**src/rtl/exec_result_unit.sv**
```systemverilog
// Execute stage behind the reservation station: single-cycle ALU plus a pipelined
// multiplier feeding an in-order result buffer that is broadcast on the CDB.
module exec_result_unit #(
  parameter int MUL_LAT     = 3,
  parameter int OUT_DEPTH   = 4,
  parameter int ROB_TAG_LEN = 5
) (
  input  logic                   clk,
  input  logic                   reset,
  input  logic                   issue_valid,
  input  logic [ROB_TAG_LEN-1:0] issue_tag,
  input  logic [2:0]             issue_op,
  input  logic [31:0]            issue_a,
  input  logic [31:0]            issue_b,
  input  logic                   flush,
  input  logic                   cdb_grant,
  output logic                   exec_stall,
  output logic                   cdb_valid,
  output logic [ROB_TAG_LEN-1:0] cdb_tag,
  output logic [31:0]            cdb_value
);

  localparam int AW = $clog2(OUT_DEPTH);
  localparam int CW = AW + 1;
  localparam int IW = $clog2(MUL_LAT + 1);

  // Handshakes: an issue transfers on a posedge where issue_valid & !exec_stall & !flush;
  // a CDB result transfers on a posedge where cdb_valid & cdb_grant (grant while empty is ignored).

  logic [MUL_LAT-1:0]     mul_v;
  logic [ROB_TAG_LEN-1:0] mul_tag [MUL_LAT];
  logic [31:0]            mul_p   [MUL_LAT];

  logic [ROB_TAG_LEN-1:0] buf_tag [OUT_DEPTH];
  logic [31:0]            buf_val [OUT_DEPTH];
  logic [AW-1:0]          head;
  logic [AW-1:0]          tail;
  logic [AW-1:0]          tail_p1;
  logic [CW-1:0]          fifo_count;

  logic [IW-1:0] mul_inflight;
  logic [31:0]   occ;
  logic [31:0]   alu_res;
  logic [31:0]   mul_prod;
  logic          accept;
  logic          alu_push;
  logic          mul_push;
  logic          mul_done;
  logic          pop;
  logic [1:0]    n_push;

  always_comb begin
    mul_inflight = '0;
    for (int i = 0; i < MUL_LAT; i++) begin
      mul_inflight = mul_inflight + IW'(mul_v[i]);
    end
  end

  // Credit counts results already reserved in the pipe, so a write never finds the buffer full.
  assign occ        = 32'(fifo_count) + 32'(mul_inflight);
  assign exec_stall = (occ >= OUT_DEPTH);

  assign accept   = issue_valid & ~exec_stall & ~flush;
  assign alu_push = accept & (issue_op != 3'd7);
  assign mul_push = accept & (issue_op == 3'd7);
  assign mul_done = mul_v[MUL_LAT-1];
  assign mul_prod = issue_a * issue_b;

  always_comb begin
    alu_res = '0;
    case (issue_op)
      3'd0:    alu_res = issue_a + issue_b;
      3'd1:    alu_res = issue_a - issue_b;
      3'd2:    alu_res = issue_a & issue_b;
      3'd3:    alu_res = issue_a | issue_b;
      3'd4:    alu_res = issue_a ^ issue_b;
      3'd5:    alu_res = issue_a << issue_b[4:0];
      3'd6:    alu_res = issue_a >> issue_b[4:0];
      default: alu_res = '0;
    endcase
  end

  assign cdb_valid = (fifo_count != '0);
  assign cdb_tag   = cdb_valid ? buf_tag[head] : '0;
  assign cdb_value = cdb_valid ? buf_val[head] : '0;
  assign pop       = cdb_valid & cdb_grant;
  assign n_push    = {1'b0, mul_done} + {1'b0, alu_push};
  assign tail_p1   = tail + AW'(1);

  always_ff @(posedge clk) begin
    if (!reset) begin
      head       <= '0;
      tail       <= '0;
      fifo_count <= '0;
      mul_v      <= '0;
      for (int i = 0; i < MUL_LAT; i++) begin
        mul_tag[i] <= '0;
        mul_p[i]   <= '0;
      end
      for (int i = 0; i < OUT_DEPTH; i++) begin
        buf_tag[i] <= '0;
        buf_val[i] <= '0;
      end
    end else if (flush) begin
      head       <= '0;
      tail       <= '0;
      fifo_count <= '0;
      mul_v      <= '0;
    end else begin
      mul_v[0]   <= mul_push;
      mul_tag[0] <= issue_tag;
      mul_p[0]   <= mul_prod;
      for (int i = 1; i < MUL_LAT; i++) begin
        mul_v[i]   <= mul_v[i-1];
        mul_tag[i] <= mul_tag[i-1];
        mul_p[i]   <= mul_p[i-1];
      end
      // A completing multiply is older than the ALU op issued this cycle, so it takes the lower slot.
      if (mul_done) begin
        buf_tag[tail] <= mul_tag[MUL_LAT-1];
        buf_val[tail] <= mul_p[MUL_LAT-1];
      end
      if (alu_push) begin
        buf_tag[mul_done ? tail_p1 : tail] <= issue_tag;
        buf_val[mul_done ? tail_p1 : tail] <= alu_res;
      end
      tail       <= tail + AW'(n_push);
      if (pop) head <= head + AW'(1);
      fifo_count <= fifo_count + CW'(n_push) - CW'(pop);
    end
  end

endmodule

```
**config.mk**
```make
export PLATFORM = sky130hd
export DESIGN_NAME = exec_result_unit
export DESIGN_NICKNAME = d
export VERILOG_FILES = /design/src/rtl/exec_result_unit.sv
export SDC_FILE = /design/constraint.sdc
export NUM_CORES = 2
export LEC_CHECK = 0
export BUFFER_PORTS_ARGS = -buffer_cell sky130_fd_sc_hd__clkbuf_2
export CAP_MARGIN = 20
export CORE_ASPECT_RATIO = 1.25
export CORE_UTILIZATION = 30
export DETAILED_ROUTE_END_ITERATION = 6
export PLACE_DENSITY = 0.54
export RECOVER_POWER = 25
export SYNTH_ARGS = -nofsm -noshare
export SYNTH_HDL_FRONTEND = slang
export SYNTH_SLANG_ARGS = --single-unit
```
**constraint.sdc**
```tcl
create_clock -name clk -period 14 [get_ports clk]
set_clock_uncertainty 0.1 [all_clocks]
set_input_delay 1.4 -clock clk [delete_from_list [all_inputs] [get_ports clk]]
set_output_delay 1.4 -clock clk [all_outputs]
set_load 0.01 [all_outputs]
```
; Word-level counts from Yosys, hierarchy flattened
; Memories as Yosys holds them, arrays and structs flattened. A register that Yosys moved wholly into a read port is not among the register bits.
; Cells that the tools add are included.
[word_totals]
out_inout_bits = 39
inputBits = 77
latch_bits = 0
regBits = 10
word_cells = 93
memories = 4
romBits = 0
mem_bits_rw = 259
[memory_table]
columns = name, depth, width, read_ports, rd_clocked_by_memory_dff, wr, line_no
row1 = buf_val, 4, 32, 1, 1, 4, 35  ; logic [31:0] buf_val [OUT_DEPTH];
row2 = mul_p, 3, 32, 3, 0, 3, 32  ; logic [31:0] mul_p [MUL_LAT];
row3 = buf_tag, 4, 5, 1, 1, 4, 34  ; logic [ROB_TAG_LEN-1:0] buf_tag [OUT_DEPTH];
row4 = mul_tag, 3, 5, 3, 0, 3, 31  ; logic [ROB_TAG_LEN-1:0] mul_tag [MUL_LAT];
[classes]
eq_ne = 8
n_mux = 38
bitwise = 17
multipliers = 1
shift = 2
n_reduce_logical = 7
magnitude_cmp = 1
n_div = 0
n_addsub = 11
[ops]
columns = op, count
row1 = $pmux W32 S7, 1
row2 = $mux W32, 6
row3 = $reduce_or A32 Y1, 2
row4 = $add A32 B32 Y32, 1
row5 = $and A32 B32 Y32, 1
row6 = $mul A32 B32 Y32, 1
row7 = $or A32 B32 Y32, 1
row8 = $shl A32 B5 Y32, 1
row9 = $shr A32 B5 Y32, 1
row10 = $sub A32 B32 Y32, 1
row11 = $xor A32 B32 Y32, 1
row12 = $mux W5, 6
row13 = $mux W2, 9
row14 = $mux W1, 16
row15 = $eq A3 B3 Y1 const B, 4
row16 = $reduce_or A5 Y1, 2
row17 = $eq A3 B2 Y1 const B, 2
row18 = $or A1 B1 Y1, 6
row19 = $and A1 B1 Y1, 5
row20 = $add A1 B1 Y2, 2
row21 = $add A2 B1 Y2 const B, 2
row22 = $add A3 B2 Y4, 1
row23 = $ge A4 B3 Y1 const B, 1
row24 = $add A3 B2 Y3, 1
row25 = other kinds (9), 11

; Longest topological paths before layout
[logic_depth]
depth_word = 14
mapped_depth = 28
ltp_nobuf = 25

; Least setup slack after synthesis
; OpenSTA, ideal clock, no wires.
[synth_path]
path_type = input to register
start = input port issue_b[2]
end = memory mul_p[0][31] (data pin)
n_path_buf = 4
arrival_ns = 8.524
setup_slack_ns = 5.107
required_ns = 13.631
stages = 27
setup_ns = 0.269
cell_sequence = inv_1 > buf_2 > buf_1 > buf_1 > buf_1 > nor2_1 > fa_1 > inv_1 > fa_1 > fa_1 > fa_1 > inv_1 > fa_1 > inv_1 > fa_1 > inv_1 > fa_1 > fa_1 > ha_1 > a21o_1 > a211o_1 > a31o_2 > a31o_2 > a21o_1 > o2111ai_1 > nand3_1 > nor3b_1
[synth_rtl]
columns = element, line_no
row1 = from (decl), 14  ; input logic [31:0] issue_b,
row2 = to (decl), 32

==> metrics.txt <==
largest net degree at the start of global routing between 90 and 100; Final Hold Vio Count 0; Nets 4330; Syn Area/Cell between 9 and 10 sq um; CP arrival around 9100 ps; Syn Nets 4356; critical path class primary input to flop; post-synthesis mux area share 7.801%; Worst path slowest cell clkinv_1; Min Hold Slack between 300 and 400 ps; CTS Buf Count 27; CP bufs+invs 5; total of max-cap violations 4; endpoint class of the critical path flop; status finished with violations; Post-Synthesis Cells ~3600; CTS tree done; post-DP HPWL 92730 microns; vias per std cell roughly 5.4; crit-path max cell delay 960 ps; later-pin clock latency in the skew report between 500 and 600 ps; Via Count roughly 28000; Synth Flop Type edfxtp_1; Post-CTS Setup Bufs 0; Worst-path clk slew ~60 ps; RSZ-0062 raised after global routing false; Final Setup Violations 0; Worst slew margin -162.6%; Sinks on Clock Net 271; Post-synth EDFFs between 200 and 300; post-synthesis adder-cell area fraction 31.78%; Slew Viols, Final between 200 and 250; worst setup margin 5077 ps; io pins ~120; Initial Util slightly above 30%; Port Buffers roughly 120; share of flip-flops with an asynchronous set or reset 0%; ANT cells 0; row count about 140; DR pass1 iterations 7; area delta synth->final 8.750%; crit path launch type primary input; Seq/Total Area, Yosys 23.03%; chip height ~380 microns; Total Routing Usage GR about 22%; drt total wl ~130000 microns; pre-CTS setup slack around 4700 ps; HP Class flop to flop; Hold Path Depth 1; Resize count post-CTS 0; failing checks design-rule violations, max-capacitance violations, max-slew violations; largest family of logic cells by synthesized area adder cells; Crit Path Max Fanout 20; Util after Layout 32.94%; Synth warnings 0; Post-Syn Area 34820 sq um; first-pass GRT wire length roughly 190000 microns; Die X slightly above 300 microns; Fmax achieved around 110 MHz; drt wl/cell 24.88 microns; routability cong. 0.9832; vias in the first global route around 29000; total grt overflow 0; Synth cell types 86; Post-Synth XOR/XNOR Area between 3 and 4%; layout cells sized above 1 between 10% and 20%; worst endpoint required time around 14000 ps; die footprint roughly 120000 sq um; #FFs+latches synth roughly 270; shortest period the worst path allows 8923 ps; Sum Neg Setup Slack 0 ps; WP depth 23; Worst R2R Path Depth 9; Crit path max-delay family adder cells; hold buffers post-CTS 0; Iter 0 DRT Violations around 2700; CP Cell Sequence clkbuf_2 -> buf_4 -> clkinv_1 -> nor2_1 -> fa_1 -> inv_1 -> fa_1 -> fa_1 -> fa_1 -> inv_1 -> ha_1 -> ha_1 -> fa_1 -> fa_1 -> ha_1 -> o21ai_0 -> nand2_1 -> o21ai_0 -> o41ai_2 -> a41oi_1 -> o41ai_1 -> o21a_1 -> nor3_1; Post-route DRC 3; Antenna Violating Nets Remaining 0; Synth Area in Compound Gates 10.69%; final period utilization between 60 and 70%; Crit path top cell by count fa_1; initial antenna violation count 4; Bufs on Longest Clock Path 3; Slew @ Worst Pin roughly 3900 ps; core area 115000 sq um; Fill cells between 10000 and 15000; simple-gate portion of the synthesized area 15.54%; CTS root buf clkbuf_16; H-tree levels 1
## layout by cell type (no fill, tap or decap), types with 11 or more instances in the layout
| cell | n |
|---|---|
| nor2_1 | 463 |
| inv_1 | 461 |
| fa_1 | 411 |
| nand2_1 | 336 |
| edfxtp_1 | 259 |
| ha_1 | 226 |
| o21ai_0 | 144 |
| clkbuf_2 | 112 |
| a21oi_1 | 102 |
| xnor2_1 | 97 |
| mux4_2 | 96 |
| and2_1 | 77 |
| buf_4 | 68 |
| nand3_1 | 60 |
| and2_0 | 59 |
| nor3_1 | 52 |
| a22o_1 | 47 |
| mux2i_1 | 43 |
| a21o_1 | 40 |
| a22oi_1 | 31 |
| clkbuf_16 | 27 |
| a211oi_1 | 26 |
| xor2_1 | 26 |
| and3_1 | 23 |
| o21a_1 | 23 |
| or3_1 | 20 |
| or4_1 | 17 |
| clkinv_1 | 16 |
| nand2b_1 | 14 |
| o221ai_1 | 14 |
| a31oi_1 | 11 |
| nor2b_1 | 11 |
| mux2_2 | 11 |
## synthesized netlist by cell type (96+ instances only)
cell type,count,area (sq um)
a21oi_1,102,510.5
and2_1,136,850.8
clkbuf_1,173,649.4
edfxtp_1,259,7777
fa_1,411,8228
ha_1,226,2828
inv_1,463,1738
mux4_2,96,2162
nand2_1,338,1269
nor2_1,465,1745
o21ai_0,145,725.7
xnor2_1,97,849.6
## metrics by stage
step	std cells	area, sq um
final	5187	37870
after global routing	5187	37870
after CTS	5186	37880
after detailed placement	5137	36940
after global placement	5137	36940
after floorplan	3642	34820
## worst reg2reg max path: stages (launching register included)
cell and delay, ps:
dfxtp_1 330, fa_1 430, ha_1 290, a311oi_2 280, nand3_1 280, nor3_1 400
nand2b_1 90, buf_4 250, nand3b_1 470, buf_4 540
## final cells by class
class / instances / area (sq um) / share of cell area [%]
Multi-Input combinational cell: 2649 / 24060 / 63.55
Inverter: 483 / 1813 / 4.788
Timing Repair Buffer: 184 / 1086 / 2.868
Sequential cell: 271 / 8020 / 21.18
Clock buffer: 30 / 686.9 / 1.814
Tap cell: 1551 / 1941 / 5.125
Clock inverter: 19 / 255.2 / 0.6741
## state kept, by name, summed over array words and instances, names as in the netlist, named ones only
register and count:
buf_val 128, mul_p 96, buf_tag 20, mul_tag 15, fifo_count 3, mul_v 3, head 2, tail 2
## layer usage
layer | track usage (%) | up-vias | part of all wire [%]
met5 | 0 | - | 0.029
li1 | - | 12150 | -
met2 | 36.74 | 1388 | 47
met1 | 27.22 | 14180 | 38
met3 | 3.237 | 381 | 7.9
met4 | 11.78 | 6 | 6.4
## final timing paths
path | start | end | slack [ps]
setup / recovery | issue_a[6] | mul_p[0][30] | 5080
hold / removal | mul_v[1] | mul_v[2] | 390
setup reg to reg | mul_v[0] | buf_val[1][28] | 10150
hold reg to reg | mul_v[1] | mul_v[2] | 390
## kinds of logic after synthesis
| logic type | Yosys count |
|---|---|
| xor+xnor | 124 |
| compound gates | 547 |
| flops | 271 |
| mux | 150 |
| simple gates | 1190 |
| fa+ha+maj | 638 |
| buf+inv | 722 |
Power is left out: the tool's default activity adds up to more than one toggle a clock period on the data nets, which glitch-free logic cannot reach.
